### src/rtl/keysched_pkg.sv
// Shared types and constants for the AES-128 round-key sequencer.
package keysched_pkg;

  typedef enum logic [1:0] {
    IDLE  = 2'd0,
    ISSUE = 2'd1,
    DRAIN = 2'd2
  } state_t;

  localparam logic        DIR_ENC    = 1'b0;
  localparam logic        DIR_DEC    = 1'b1;
  localparam int unsigned NR_DEFAULT = 10;

endpackage

### src/rtl/keysched_rr_arb.sv
// Two-way round-robin arbiter: bit 0 = encrypt, bit 1 = decrypt.
// Priority flips to the loser only when both requests contend.
module keysched_rr_arb (
  input  logic       clock,
  input  logic       reset,
  input  logic [1:0] req,
  input  logic       advance,
  output logic [1:0] grant
);

  logic r_prio;

  always_comb begin
    grant = '0;
    if (&req) grant = r_prio ? 2'b10 : 2'b01;
    else      grant = req;
  end

  always_ff @(posedge clock) begin
    if (reset)                r_prio <= 1'b0;
    else if (advance && &req) r_prio <= ~r_prio;
  end

endmodule

### src/rtl/key_round_sched.sv
// AES-128 round-key sequencer: arbitrates encrypt/decrypt jobs and walks keymem.
// Optional consumer back-pressure via rk_ready when KEYSCHED_READY_EN is defined.
module key_round_sched
  import keysched_pkg::*;
#(
  parameter int unsigned NR = NR_DEFAULT,
  parameter int unsigned AW = 4,
  parameter int unsigned KW = 128
) (
  input  logic          clock,
  input  logic          reset,
  input  logic          enc_req,
  input  logic          dec_req,
  output logic          enc_gnt,
  output logic          dec_gnt,
  output logic [AW-1:0] mem_add,
  output logic          mem_en,
  input  logic [KW-1:0] mem_dout,
  output logic [KW-1:0] rk,
  output logic          rk_valid,
  output logic [AW-1:0] rk_round,
  output logic          rk_dir,
  output logic          rk_last,
  output logic          busy
`ifdef KEYSCHED_READY_EN
  ,
  input  logic          rk_ready
`endif
);

  state_t        r_state;
  logic [AW-1:0] r_addr;
  logic [AW-1:0] r_round;
  logic          r_dir;
  logic          r_enc_gnt;
  logic          r_dec_gnt;
  logic          r_rk_valid;
  logic [AW-1:0] r_rk_round;
  logic          r_rk_dir;
  logic          r_rk_last;

  logic [1:0]    w_grant;
  logic          w_start;
  logic          w_stall;
  logic          w_issue;
  logic          w_last;

`ifdef KEYSCHED_READY_EN
  assign w_stall = r_rk_valid && !rk_ready;
`else
  assign w_stall = 1'b0;
`endif

  assign w_start = (r_state == IDLE) && (enc_req || dec_req);
  assign w_issue = (r_state == ISSUE) && !w_stall;
  assign w_last  = (r_round == AW'(NR));

  keysched_rr_arb u_arb (
    .clock   (clock),
    .reset   (reset),
    .req     ({dec_req, enc_req}),
    .advance (w_start),
    .grant   (w_grant)
  );

  always_ff @(posedge clock) begin
    if (reset) begin
      r_state    <= IDLE;
      r_addr     <= '0;
      r_round    <= '0;
      r_dir      <= DIR_ENC;
      r_enc_gnt  <= 1'b0;
      r_dec_gnt  <= 1'b0;
      r_rk_valid <= 1'b0;
      r_rk_round <= '0;
      r_rk_dir   <= 1'b0;
      r_rk_last  <= 1'b0;
    end else begin
      r_enc_gnt <= w_start && w_grant[0];
      r_dec_gnt <= w_start && w_grant[1];

      case (r_state)
        IDLE: begin
          if (w_start) begin
            r_state <= ISSUE;
            r_dir   <= w_grant[1] ? DIR_DEC : DIR_ENC;
            r_addr  <= w_grant[1] ? AW'(NR) : '0;
            r_round <= '0;
          end
        end
        ISSUE: begin
          // Counter stops on the last round, so the address never leaves 0..NR.
          if (w_issue) begin
            if (w_last) begin
              r_state <= DRAIN;
            end else begin
              r_round <= r_round + 1'b1;
              r_addr  <= (r_dir == DIR_DEC) ? r_addr - 1'b1 : r_addr + 1'b1;
            end
          end
        end
        DRAIN: begin
          if (!w_stall) r_state <= IDLE;
        end
        default: r_state <= IDLE;
      endcase

      // Tags follow the read by one cycle and freeze with the key under stall.
      if (!w_stall) begin
        r_rk_valid <= w_issue;
        r_rk_round <= w_issue ? r_round : '0;
        r_rk_dir   <= w_issue ? r_dir : 1'b0;
        r_rk_last  <= w_issue && w_last;
      end
    end
  end

  assign enc_gnt  = r_enc_gnt;
  assign dec_gnt  = r_dec_gnt;
  assign mem_add  = r_addr;
  assign mem_en   = w_issue;
  assign rk       = mem_dout;
  assign rk_valid = r_rk_valid;
  assign rk_round = r_rk_round;
  assign rk_dir   = r_rk_dir;
  assign rk_last  = r_rk_last;
  assign busy     = (r_state != IDLE);

endmodule

### config.mk
export PLATFORM = sky130hd
export DESIGN_NAME = key_round_sched
export DESIGN_NICKNAME = d
export VERILOG_FILES = /design/src/rtl/keysched_pkg.sv /design/src/rtl/keysched_rr_arb.sv /design/src/rtl/key_round_sched.sv
export SDC_FILE = /design/constraint.sdc
export NUM_CORES = 1
export LEC_CHECK = 0
export BUFFER_PORTS_ARGS = -buffer_cell sky130_fd_sc_hd__buf_2
export CORE_AREA = 4 4 105 107
export DETAILED_ROUTE_END_ITERATION = 8
export DIE_AREA = 0 0 109 111
export GPL_TIMING_DRIVEN = 0
export SLEW_MARGIN = 5
export SYNTH_ARGS = -nofsm -noshare
export SYNTH_HDL_FRONTEND = slang
export SYNTH_SLANG_ARGS = --single-unit
### constraint.sdc
create_clock -name clock -period 1.85 [get_ports clock]
set_input_delay 0.0925 -clock clock [delete_from_list [all_inputs] [get_ports clock]]
set_output_delay 0.0925 -clock clock [all_outputs]
set_load 0.05 [all_outputs]
==> flow_metrics.env, run 1 <==
export IMPL_ys_seq_area_share_pct=22.49
export IMPL_fillers=1095
export IMPL_antenna_left=0
export IMPL_worstPathMaxFanout=10
export IMPL_row_count=37
export IMPL_dr_pass1_iters=4
export IMPL_synth_distinct_cells=35
export IMPL_crit_path_end_kind="flop"
export IMPL_cts_hold_buf=0
export IMPL_dieArea_um2=12100
export IMPL_start_kind="flop"
export IMPL_ff_latch_area_um2=424.2
export IMPL_die_w_um=109
export IMPL_cts_root_buf="clkbuf_8"
export IMPL_fin_ws_ps=121.4
export IMPL_die_y_um=111
export IMPL_ys_flop_type="dfxtp_1"
export IMPL_syn_nets=360
export IMPL_yosys_warnings=0
export IMPL_post_cts_repair_setup_buffers=0
export IMPL_core_area_um2=10140
export IMPL_cts_tree="yes"
export IMPL_post_route_period_util_pct=93.44
export IMPL_layout_drive_gt1_share_pct=76.94
export IMPL_critPathRequiredTime_ps=2060
export IMPL_avgSynthCellArea_um2=8.382
export IMPL_setup_viol=0
export IMPL_cts_resized=0
export IMPL_report_final_slew_viol_count=0
export IMPL_cts_buffers=3
export IMPL_power_density_nw_per_um2=658.5
export IMPL_clock_latency_ps=260
export IMPL_num_io_pins=275
export IMPL_grt_total_usage_pct=9.735
export IMPL_diodes=0
export IMPL_wl_per_cell_um=12.64
export IMPL_place_ws_ps=65.74
export IMPL_max_freq_ghz=0.5785
export IMPL_worst_slew_pin_transition_ps=469.4
export IMPL_cap_violations=0
export IMPL_yosys_register_bits=21
export IMPL_critPathLaunch="r_round[0]"
export IMPL_r2r_start="r_round[0]"
export IMPL_grt_overflow_total=0
export IMPL_hold_class="primary input to flop"
export IMPL_syn_cell_area_um2=1869
export IMPL_setup_tns_ps=0
export IMPL_port_buffers=146
export IMPL_place_congestion=0.8057
export IMPL_multiInputGateArea_um2=437.9
export IMPL_fin_nets=511
export IMPL_relSlewSlack_pct=68.71
export IMPL_h_tree_depth=1
export IMPL_start_util_pct=18.44
export IMPL_synth_edf_count=0
export IMPL_grt_setup_unrepaired="no"
export IMPL_arrival_ps=1940
export IMPL_async_flop_share_pct=0
export IMPL_clkSinkCount=21
export IMPL_first_iter_violations=36
export IMPL_drc=0
export IMPL_drt_wl_total_mm=6.435
export IMPL_synth_top_area_share_pct=51.41
export IMPL_grt_pass1_wl_mm=9.370
export IMPL_yosysTopAreaCell="buf_4"
export IMPL_grt_pass1_vias=1794
export IMPL_status="complete, no violations"
export IMPL_yosys_top_cells_area="buf_4 (51%), dfxtp_1 (22%), ha_1 (2.7%)"
export IMPL_fin_crit_ps=1729
export IMPL_worstHoldStart="reset"
export IMPL_power_leakage_uw=0.001626
export IMPL_dp_hpwl_mm=5.904
export IMPL_clockBufferDepth=2
export IMPL_peakVddDrop_mv=0.2645
export IMPL_netlist_instances=223
export IMPL_num_vias=1785
export IMPL_antenna_found_initial=0
export IMPL_grt_max_degree=13
export IMPL_clk_pin_slew_ps=80
export IMPL_viasPerCell=3.507
export IMPL_hold_viol=0
export IMPL_clock_skew_final_ps=2.684
export IMPL_area_growth_pct=50.87
export IMPL_criticalPathCategory="flop to flop"
## worst paths after layout
check          endpoint  slack (ps)  depth (start not counted)
max          r_round[2]         120                          7
min             dec_gnt         100                          2
max reg2reg  r_round[2]         120                          7
min reg2reg  r_round[3]         510                          2
## cells in the final DEF (no fill, tap or decap), types with 2 or more instances in the layout
cell type / synthesis / final
a21oi_1: 6 / 6
and3_1: 5 / 5
and3b_2: 2 / 2
buf_2: 1 / 147
buf_4: 128 / 128
clkbuf_8: 0 / 3
dfxtp_1: 21 / 20
ha_1: 4 / 4
inv_1: 8 / 8
mux2i_1: 2 / 2
nand2_1: 3 / 3
nand2b_1: 2 / 2
nand3_1: 2 / 2
nor2_1: 10 / 10
nor3_1: 5 / 5
xnor2_1: 4 / 4
## final cells by class
class,count,share of cell area [%]
multi-input cells,63,15.53
flip-flops and latches,21,15.04
clock inverters,1,0.1775
plain buffers,131,34.78
repair buffers,146,25.91
clock buffers,3,1.464
inverters,8,1.065
well taps,136,6.034
## cell families after synthesis
logic type | count (synthesis) | synth area share (%)
simple gates | 39 | 11.85
mux | 2 | 1.071
buf+inv | 139 | 54.08
flops | 21 | 22.49
fa+ha+maj | 5 | 3.748
compound gates | 13 | 4.886
xor+xnor | 4 | 1.874
## metrics by stage
stage | utilization (%) | instances | power, µW | area (µm²) | hold slack (ps)
global placement | 27.32 | 505 | 1571 | 2770 | 377.5
global route | 27.82 | 509 | 1949 | 2820 | 98.03
CTS | 27.78 | 509 | 1883 | 2816 | 95.14
finish | 27.82 | 509 | 1857 | 2820 | 101.6
floorplan | - | 223 | 1386 | 1869 | 168.6
detailed placement | 27.32 | 505 | 1577 | 2770 | 382.2
## sequential cells by signal, summed over array words and instances, names as in the netlist
register and cells:
dec_gnt 1, enc_gnt 1, mem_add 4, r_dir 1
r_round 4, r_state 2, rk_dir 1, rk_last 1
rk_round 4, rk_valid 1, u_arb.r_prio 1
## worst max-delay path: stages, from the launching register on
cell and delay (ps):
dfxtp_4 370, inv_1 50, ha_1 210, and3b_1 210, a2bb2oi_2 150, buf_6 160
or4b_1 450, nand2_1 70
## synthesized netlist by cell type, types with 2 or more instances
cell type and instances:
buf_4 128, dfxtp_1 21, nor2_1 10, inv_1 8, a21oi_1 6, and3_1 5
nor3_1 5, ha_1 4, xnor2_1 4, nand2_1 3, and3b_2 2, mux2i_1 2
nand2b_1 2, nand3_1 2
## where the power goes
part	leakage [µW]	internal [µW]	switching [µW]
Clock	0.0000255	150	150
Sequential	0.000172	471	14.5
Combinational	0.00143	325	747
Total	0.00163	946	911
## layer usage
| metal | global-route usage [%] | wire [µm] | up-vias |
|---|---|---|---|
| met5 | 0 | 0 | - |
| met4 | 1.010 | 26 | 0 |
| met3 | 3.960 | 816 | 4 |
| met2 | 19.57 | 3782 | 119 |
| met1 | 9.181 | 1809 | 783 |
| li1 | - | - | 879 |
Power figures use the tool's default switching activity.
==> run 2, diff against run 1 <==
MAX_ROUTING_LAYER = met4   (was default)
SKIP_LAST_GASP = 1   (was default)
SLEW_MARGIN = default   (was 5)
==> run 2 against run 1 <==
Net effect:
- die area unchanged
- first-iteration DRC count up 17%
- critical endpoint unchanged
- count of clock-buffer cells in the layout unchanged
- largest power group unchanged
- non-clock buffer count unchanged
- global-route usage up 0.27 points
- power about the same
- setup slack about the same
- worst hold slack better by 2.0 ps
==> flow_metrics.env, run 2 (synthesized netlist as in run 1, its figures left out) <==
export IMPL_max_freq_ghz=0.5784
export IMPL_row_count=37
export IMPL_post_cts_repair_setup_buffers=0
export IMPL_report_final_slew_viol_count=0
export IMPL_cap_violations=0
export IMPL_utilization_pct=27.82
export IMPL_grt_max_degree=13
export IMPL_num_vias=1787
export IMPL_design_area_um2=2820
export IMPL_post_route_period_util_pct=93.45
export IMPL_die_w_um=109
export IMPL_clk_pin_slew_ps=80
export IMPL_grt_use_met3_pct=2.854
export IMPL_die_y_um=111
export IMPL_peakVddDrop_mv=0.2645
export IMPL_h_tree_depth=1
export IMPL_cts_resized=0
export IMPL_clockBufferDepth=2
export IMPL_first_iter_violations=42
export IMPL_drt_wl_total_mm=6.418
export IMPL_core_area_um2=10140
export IMPL_placed_area_um2=2770
export IMPL_wl_per_cell_um=12.61
export IMPL_reg2regPathDepth=7
export IMPL_diodes=0
export IMPL_dieArea_um2=12100
export IMPL_place_ws_ps=65.74
export IMPL_met1_usage_pct=9.852
export IMPL_criticalPathCategory="flop to flop"
export IMPL_grt_total_usage_pct=10.00
export IMPL_clock_skew_final_ps=2.676
export IMPL_clkSinkCount=21
export IMPL_status="complete, no violations"
export IMPL_grt_overflow_total=0
export IMPL_power_leakage_uw=0.001626
export IMPL_critPathRequiredTime_ps=2060
export IMPL_hold_viol=0
export IMPL_most_common_layout_cells="buf_2 (147), buf_4 (128), dfxtp_1 (20)"
export IMPL_timing_rr_end="r_round[2]"
export IMPL_layout_drive_gt1_share_pct=76.94
export IMPL_place_congestion=0.8175
export IMPL_r2r_start="r_round[0]"
export IMPL_cts_buffers=3
export IMPL_num_io_pins=275
export IMPL_antenna_left=0
export IMPL_critPathLaunch="r_round[0]"
export IMPL_fin_crit_ps=1729
export IMPL_busiest_layer="met2"
export IMPL_fin_nets=511
export IMPL_port_buffers=146
export IMPL_setup_tns_ps=0
export IMPL_p_total_uw=1855
export IMPL_viasPerCell=3.511
export IMPL_crit_path_end_kind="flop"
export IMPL_cts_hold_buf=0
export IMPL_cts_tree="yes"
export IMPL_clock_latency_ps=260
export IMPL_power_density_nw_per_um2=657.9
export IMPL_dp_hpwl_mm=5.904
export IMPL_grt_pass1_vias=1801
export IMPL_rrSetupSlack_ps=120
export IMPL_start_kind="flop"
export IMPL_worstPathMaxFanout=10
export IMPL_cp_endpoint="r_round[2]"
export IMPL_grt_setup_unrepaired="no"
export IMPL_cts_root_buf="clkbuf_8"
export IMPL_area_growth_pct=50.87
export IMPL_fin_ws_ps=121.2
export IMPL_relSlewSlack_pct=68.71
export IMPL_antenna_found_initial=0
export IMPL_dr_pass1_iters=4
export IMPL_start_util_pct=18.44
export IMPL_grt_util_met2_pct=19.57
export IMPL_worst_slew_pin_transition_ps=469.3
export IMPL_arrival_ps=1940
export IMPL_hold_class="primary input to flop"
export IMPL_drc=0
export IMPL_layout_commonest_cell="buf_2"
export IMPL_worstHoldStart="reset"
export IMPL_setup_viol=0
export IMPL_grt_pass1_wl_mm=9.349
==> run 2: cell counts in the layout (fill, tap and decap cells not counted) <==
No cell type changed its count.
==> run 2: area by class of cell <==
class / instances / area (µm²)
multi-input combinational: 63 / 437.9
sequential: 21 / 424.2
fill: 1095 / 7318
buffer: 131 / 980.9
clock inverter: 1 / 5.005
clock buffer: 3 / 41.29
inverter: 8 / 30.03
timing repair buffer: 146 / 730.7
tap: 136 / 170.2
==> run 2: metal layers <==
metal  wire length (µm)  up-vias
li1                   -      879
met1               1921      785
met2               3785      119
met3                686        4
met4                 24        0
met5                  0        -
==> run 2: worst min path at each step <==
stage / end / slack (ps) / depth (start not counted)
after detailed placement: dec_gnt / 380 / 2
after CTS: dec_gnt / 100 / 2
after floorplan: dec_gnt / 170 / 1
final: dec_gnt / 100 / 2
after global routing: dec_gnt / 100 / 2
after global placement: dec_gnt / 380 / 2
==> run 2: critical path, cell delays in order (launching register included) <==
cell	delay [ps]
dfxtp_4	370
inv_1	50
ha_1	210
and3b_1	210
a2bb2oi_2	150
buf_6	160
or4b_1	450
nand2_1	70
==> run 2: power breakdown <==
group          internal [µW]  switching, µW
Combinational            325            747
Sequential               471           14.5
Clock                    150            148
==> run 2: through the flow <==
stage / hold slack, ps / std cells
finish: 103.6 / 509
global route: 98.03 / 509
CTS: 95.14 / 509
detailed placement: 382.2 / 505
global placement: 377.5 / 505
floorplan: 168.6 / 223
